**src/rtl/udma_mram_pkg.sv**
```systemverilog
// rtl/udma_mram_pkg.sv - shared types, constants and helpers for the MRAM uDMA pack/unpack stages
package udma_mram_pkg;

  // Unpack FSM: IDLE waits for a command, LO/HI select which half of the current beat is emitted
  typedef enum logic [1:0] {
    IDLE = 2'd0,
    LO   = 2'd1,
    HI   = 2'd2
  } rx_unpack_state_e;

  // uDMA datasize encoding for 32-bit words
  localparam logic [1:0] UDMA_DSIZE_32 = 2'b10;

  // Number of 32-bit words needed to cover a byte count (rounded up, no overflow)
  function automatic logic [31:0] words_from_bytes(input logic [31:0] bytes);
    logic [32:0] sum;
    sum = {1'b0, bytes} + 33'd3;
    return {1'b0, sum[32:2]};
  endfunction

endpackage

```
**src/rtl/rx_unpack_64_to_32.sv**
```systemverilog
// rtl/rx_unpack_64_to_32.sv - zero-latency unpacker from 64-bit RDATA beats to a 32-bit uDMA RX word stream
module rx_unpack_64_to_32
  import udma_mram_pkg::*;
#(
  parameter int TRANS_SIZE = 16
) (
  input  logic                  clk,
  input  logic                  rst,
  input  logic                  cmd_req_i,
  output logic                  cmd_gnt_o,
  input  logic [TRANS_SIZE-1:0] cmd_size_i,
  input  logic                  cmd_start_hi_i,
  input  logic [63:0]           in_data_i,
  input  logic                  in_valid_i,
  output logic                  in_ready_o,
  output logic [31:0]           out_data_o,
  output logic                  out_valid_o,
  input  logic                  out_ready_i,
  output logic [1:0]            out_datasize_o,
  output logic                  out_last_o,
  output logic                  eot_o,
  output logic                  busy_o
);

  rx_unpack_state_e      state_q, state_d;
  logic [TRANS_SIZE-1:0] words_q, words_d;
  logic                  eot_d;
  logic [31:0]           words_full;
  logic                  last_word;
  logic                  word_hs;

  // Word count is evaluated wide so a near-maximum byte size cannot wrap to zero
  assign words_full = words_from_bytes(32'(cmd_size_i));
  assign last_word  = (words_q == TRANS_SIZE'(1));
  assign word_hs    = out_valid_o & out_ready_i;

  assign out_datasize_o = UDMA_DSIZE_32;
  assign out_last_o     = out_valid_o & last_word;
  assign busy_o         = (state_q != IDLE);

  // State, remaining-word counter and registered end-of-transfer pulse
  always_ff @(posedge clk or posedge rst) begin
    if (rst) begin
      state_q <= IDLE;
      words_q <= '0;
      eot_o   <= 1'b0;
    end else begin
      state_q <= state_d;
      words_q <= words_d;
      eot_o   <= eot_d;
    end
  end

  // Next-state and datapath mux; a beat is popped only when its last useful half is taken
  always_comb begin
    state_d     = state_q;
    words_d     = words_q;
    eot_d       = 1'b0;
    cmd_gnt_o   = 1'b0;
    in_ready_o  = 1'b0;
    out_data_o  = '0;
    out_valid_o = 1'b0;
    unique case (state_q)
      IDLE: begin
        cmd_gnt_o = cmd_req_i;
        if (cmd_req_i) begin
          words_d = words_full[TRANS_SIZE-1:0];
          if (words_full == 32'd0) begin
            eot_d = 1'b1;
          end else begin
            state_d = cmd_start_hi_i ? HI : LO;
          end
        end
      end
      LO: begin
        out_data_o  = in_data_i[31:0];
        out_valid_o = in_valid_i;
        // Upper half of the final beat is discarded, so the last word pops it here
        in_ready_o  = out_ready_i & last_word;
        if (word_hs) begin
          words_d = words_q - TRANS_SIZE'(1);
          if (last_word) begin
            state_d = IDLE;
            eot_d   = 1'b1;
          end else begin
            state_d = HI;
          end
        end
      end
      HI: begin
        out_data_o  = in_data_i[63:32];
        out_valid_o = in_valid_i;
        in_ready_o  = out_ready_i;
        if (word_hs) begin
          words_d = words_q - TRANS_SIZE'(1);
          if (last_word) begin
            state_d = IDLE;
            eot_d   = 1'b1;
          end else begin
            state_d = LO;
          end
        end
      end
      default: begin
        state_d = IDLE;
      end
    endcase
  end

endmodule

```
**config.mk**
```make
export PLATFORM = sky130hd
export DESIGN_NAME = rx_unpack_64_to_32
export DESIGN_NICKNAME = d
export VERILOG_FILES = /design/src/rtl/udma_mram_pkg.sv /design/src/rtl/rx_unpack_64_to_32.sv
export SDC_FILE = /design/constraint.sdc
export NUM_CORES = 1
export LEC_CHECK = 0
export BUFFER_PORTS_ARGS = -buffer_cell sky130_fd_sc_hd__buf_2
export CAP_MARGIN = 20
export CORE_MARGIN = 2
export CORE_UTILIZATION = 39
export CTS_CLUSTER_DIAMETER = 150
export DETAILED_ROUTE_END_ITERATION = 7
export PLACE_DENSITY_LB_ADDON = 0.1
export SETUP_SLACK_MARGIN = 0.1
export SYNTH_ARGS = -nofsm -noshare
export SYNTH_HDL_FRONTEND = slang
export SYNTH_SLANG_ARGS = --single-unit
```
**constraint.sdc**
```tcl
create_clock -name clk -period 2.1 [get_ports clk]
set_input_delay 0.42 -clock clk [delete_from_list [all_inputs] [get_ports clk]]
set_output_delay 0.42 -clock clk [all_outputs]
set_load 0.05 [all_outputs]
```
==> impl_results.md <==
* Site Rows at 26
* Post-route worst setup slack at -0.3275 ns
* Number of global-route vias before repair at between 2000 and 3000
* Worst VDD drop at about 0.0013 V
* Worst Hold Margin at ~0.31 ns
* Critical Path End Type: primary output
* CTS max path bufs at 2
* Worst path arrival time at 2.01 ns
* Ant. Diodes at 0
* Initial antenna violation count at 0
* Post-Route WL at 11920 um
* CTS Buf Count at 3
* Core Util, Final at 0.8839
* Max Fclk at 412.0 MHz
* Combinational share of power at 0.888
* Total gr overflow at 0
* Top FF cell, synth: dfrtp_1
* Via count at 3353
* Ports at between 100 and 150
* Worst slew pin tran at between 0.8 and 0.9 ns
* Distinct cell type count after synthesis at 46
* Failing checks: negative setup slack
* Post-synth design cell area at approximately 2000 um2
* Status: finished, violations left
* Place WS at -0.2457 ns
* DP HPWL at between 5000 and 6000 um
* Period Utilization, post-route at 1.156
* Mean area per synthesized cell at around 7.3 um2
* Ys Warns at 0
* Remaining DRCs at 0
* Filler instances at 247
* Worst hold path class: in2async
* Post-Synthesis Cells at 279
* CP startpoint kind: flop
* Starting DRC count in detailed routing at 344
* CTS H-tree lvls at 1
* Placed insts at between 400 and 500
* Wire per inst at 22.53 um
* Worst-path clk slew at around 0.090 ns
* Die W at ~76 um
* Die height at ~76 um
* Area of the multi-input gates at approximately 2100 um2
* Fin. max-slew vios at 0
* Core Footprint at between 5000 and 6000 um2
* Global-route usage over all layers at 0.2710
* Share of post-route cells with drive strength above 1 at 0.6754
* Die Area at 5787 um2
* Leakage power at between 1.5 and 2 nW
* Largest net degree at the start of global routing at 20
* Worst-path maximum fanout at 3
* Syn nets at 371
* Clock share of power at 0.032
* PwrDens at between 1500 and 2000 nW/um2
* Seq pwr share at 0.080
* Detail Route Antenna Nets at 0
* First-pass GRT wire length at about 13000 um
* Routability Congestion at between 0.8 and 0.9
* TritonCTS clock tree: built
* Rel. slew slack at 0.4517
* Buffers on Ports at between 100 and 150
* RSZ-0062 raised after global routing: yes
* First-pass DRT Iterations at 5
* Switching part of the total power at 0.5217
* Setup TNS at -0.8038 ns
* CTS sink count at 19
* Async SR Flop Fraction at 1.000
* Sequential Area at approximately 480 um2
* Net Sw Power at around 4.6 mW
* Nets at 552
* Hold Fails Final Rpt at 0
* Clock Latency Late Sink at 0.26 ns
* Register area share after synthesis at 0.2347
* Setup CP Type: reg2out
* Layout area overhead at 121.4%
* Post-synth EDFFs at 0
* Initial core utilization at 0.3992
* Critical Path RT at around 1.7 ns
* Via density at 6.338
* Final Critical Period at ~2.4 ns
* Yosys reg bits at 19
* Post-route non-filler standard cell count at 529
* P_int at around 4.2 mW
* Clock Tree Root: clkbuf_8
* Max_cap viols at 0
* Final setup skew at ~0.0067 ns
* Final setup fails at 10
[cell families after synthesis]
logic type / share of synthesized area
AND/OR/NAND/NOR: 0.2891
XOR/XNOR: 0.04324
buffers and inverters: 0.06176
flip-flops: 0.2347
multiplexers: 0.02100
other: 0.003707
adder cells (fa/ha/maj): 0.03706
AO/OA/AOI/OAI: 0.3094
[cell usage in the layout, fill, tap and decap left out, types with 4 or more instances in the layout]
| cell | netlist | layout |
|---|---|---|
| buf_2 | 1 | 87 |
| buf_4 | 2 | 47 |
| nor2_4 | 0 | 34 |
| a22oi_2 | 0 | 32 |
| buf_8 | 0 | 26 |
| buf_6 | 0 | 21 |
| dfrtp_1 | 19 | 19 |
| nor2_1 | 48 | 14 |
| nand2_1 | 14 | 12 |
| nand3_1 | 10 | 10 |
| o21ai_0 | 13 | 9 |
| a21oi_1 | 12 | 8 |
| nand4_1 | 7 | 7 |
| nor3_1 | 8 | 7 |
| inv_1 | 9 | 7 |
| xnor2_1 | 7 | 7 |
| buf_12 | 0 | 7 |
| nor4_1 | 6 | 5 |
| o211ai_1 | 5 | 5 |
| nand2b_1 | 4 | 4 |
| a21oi_2 | 0 | 4 |
| o221a_2 | 5 | 4 |
| buf_16 | 0 | 4 |
| clkbuf_16 | 0 | 4 |
[timing repair]
item	in CTS	in global routing
pin swaps	20	55
gates cloned	4	4
buffers inserted	9	16
gates resized for setup	110	94
setup endpoints to repair	37	46
endpoints found under the hold margin	0	0
hold buffers	0	0
[layer usage]
metal	routed length (um)	vias to the layer above	track usage	part of all wire
li1	-	1403	-	-
met1	4139	1593	0.3630	0.35
met2	5956	274	0.4661	0.50
met3	937	83	0.02251	0.079
met4	883	0	0.08182	0.074
met5	0	-	0	0
[through the flow]
stage          total power, mW  instance area [um2]
2_1_floorplan            4.001                 2267
3_3_place_gp             5.285                 3246
3_5_place_dp             5.352                 3246
4_1_cts                  6.891                 3889
5_1_grt                  8.977                 4486
6_report                 8.736                 4486
[area by class of cell]
| class | count | area share |
|---|---|---|
| well taps | 70 | 0.01953 |
| inverters | 11 | 0.01088 |
| multi-input cells | 229 | 0.4600 |
| repair buffers | 196 | 0.3936 |
| clock buffers | 4 | 0.01004 |
| flip-flops and latches | 19 | 0.1060 |
[worst paths after layout]
check                                   startpoint  cells past startpoint                       to  slack, ns
max                        words_q[11]$_DFFE_PP0P_                      6               in_ready_o      -0.33
min                                            rst                      2  words_q[13]$_DFFE_PP0P_       0.31
max reg2reg                 state_q[1]$_DFFE_PP0P_                      9   state_q[0]$_DFFE_PP0P_      -0.05
min reg2reg                words_q[14]$_DFFE_PP0P_                      1  words_q[14]$_DFFE_PP0P_       0.59
max in group asynchronous                      rst                      2   words_q[1]$_DFFE_PP0P_       1.28
min in group clk                         cmd_req_i                      3          eot_o$_DFF_PP0_       0.50
[critical path, stage by stage, from the launching register on]
cell     delay (ns)
dfrtp_1        0.39
or4_4          0.56
or2_4          0.29
nor2_4         0.17
a21oi_2        0.09
nor2_4         0.10
buf_8          0.15
[flip-flops by register name, summed over array words and instances, names as in the netlist]
| signal | count |
|---|---|
| state_q | 2 |
| words_q | 16 |
| eot_o | 1 |
[power groups by stage]
| stage | registers [mW] | clock network [mW] | logic, mW |
|---|---|---|---|
| after floorplan | 0.672 | 0 | 3.33 |
| after global placement | 0.656 | 0 | 4.63 |
| after detailed placement | 0.661 | 0 | 4.69 |
| after CTS | 0.663 | 0.266 | 5.96 |
| after global routing | 0.719 | 0.288 | 7.97 |
| final | 0.703 | 0.275 | 7.76 |
[Yosys cell counts (3+ instances only)]
cell type / number / area share
o211ai_1: 5 / 0.019
nor4_1: 6 / 0.019
a22oi_1: 33 / 0.12
nand4_1: 7 / 0.022
or4_1: 5 / 0.019
nor2_1: 48 / 0.089
o221a_2: 5 / 0.028
nor3_1: 8 / 0.020
ha_1: 6 / 0.037
a21oi_1: 12 / 0.030
and3_1: 3 / 0.0093
and2_1: 3 / 0.0093
o21ai_0: 13 / 0.032
o22ai_1: 3 / 0.0093
nor2b_1: 3 / 0.0093
inv_1: 9 / 0.017
dfrtp_1: 19 / 0.23
o21ai_1: 5 / 0.012
nand2_1: 14 / 0.026
clkbuf_1: 15 / 0.028
nand3_1: 10 / 0.025
xnor2_1: 7 / 0.030
nand2b_1: 4 / 0.012
xor2_1: 3 / 0.013
No activity file was read; power rests on OpenSTA's default activity.
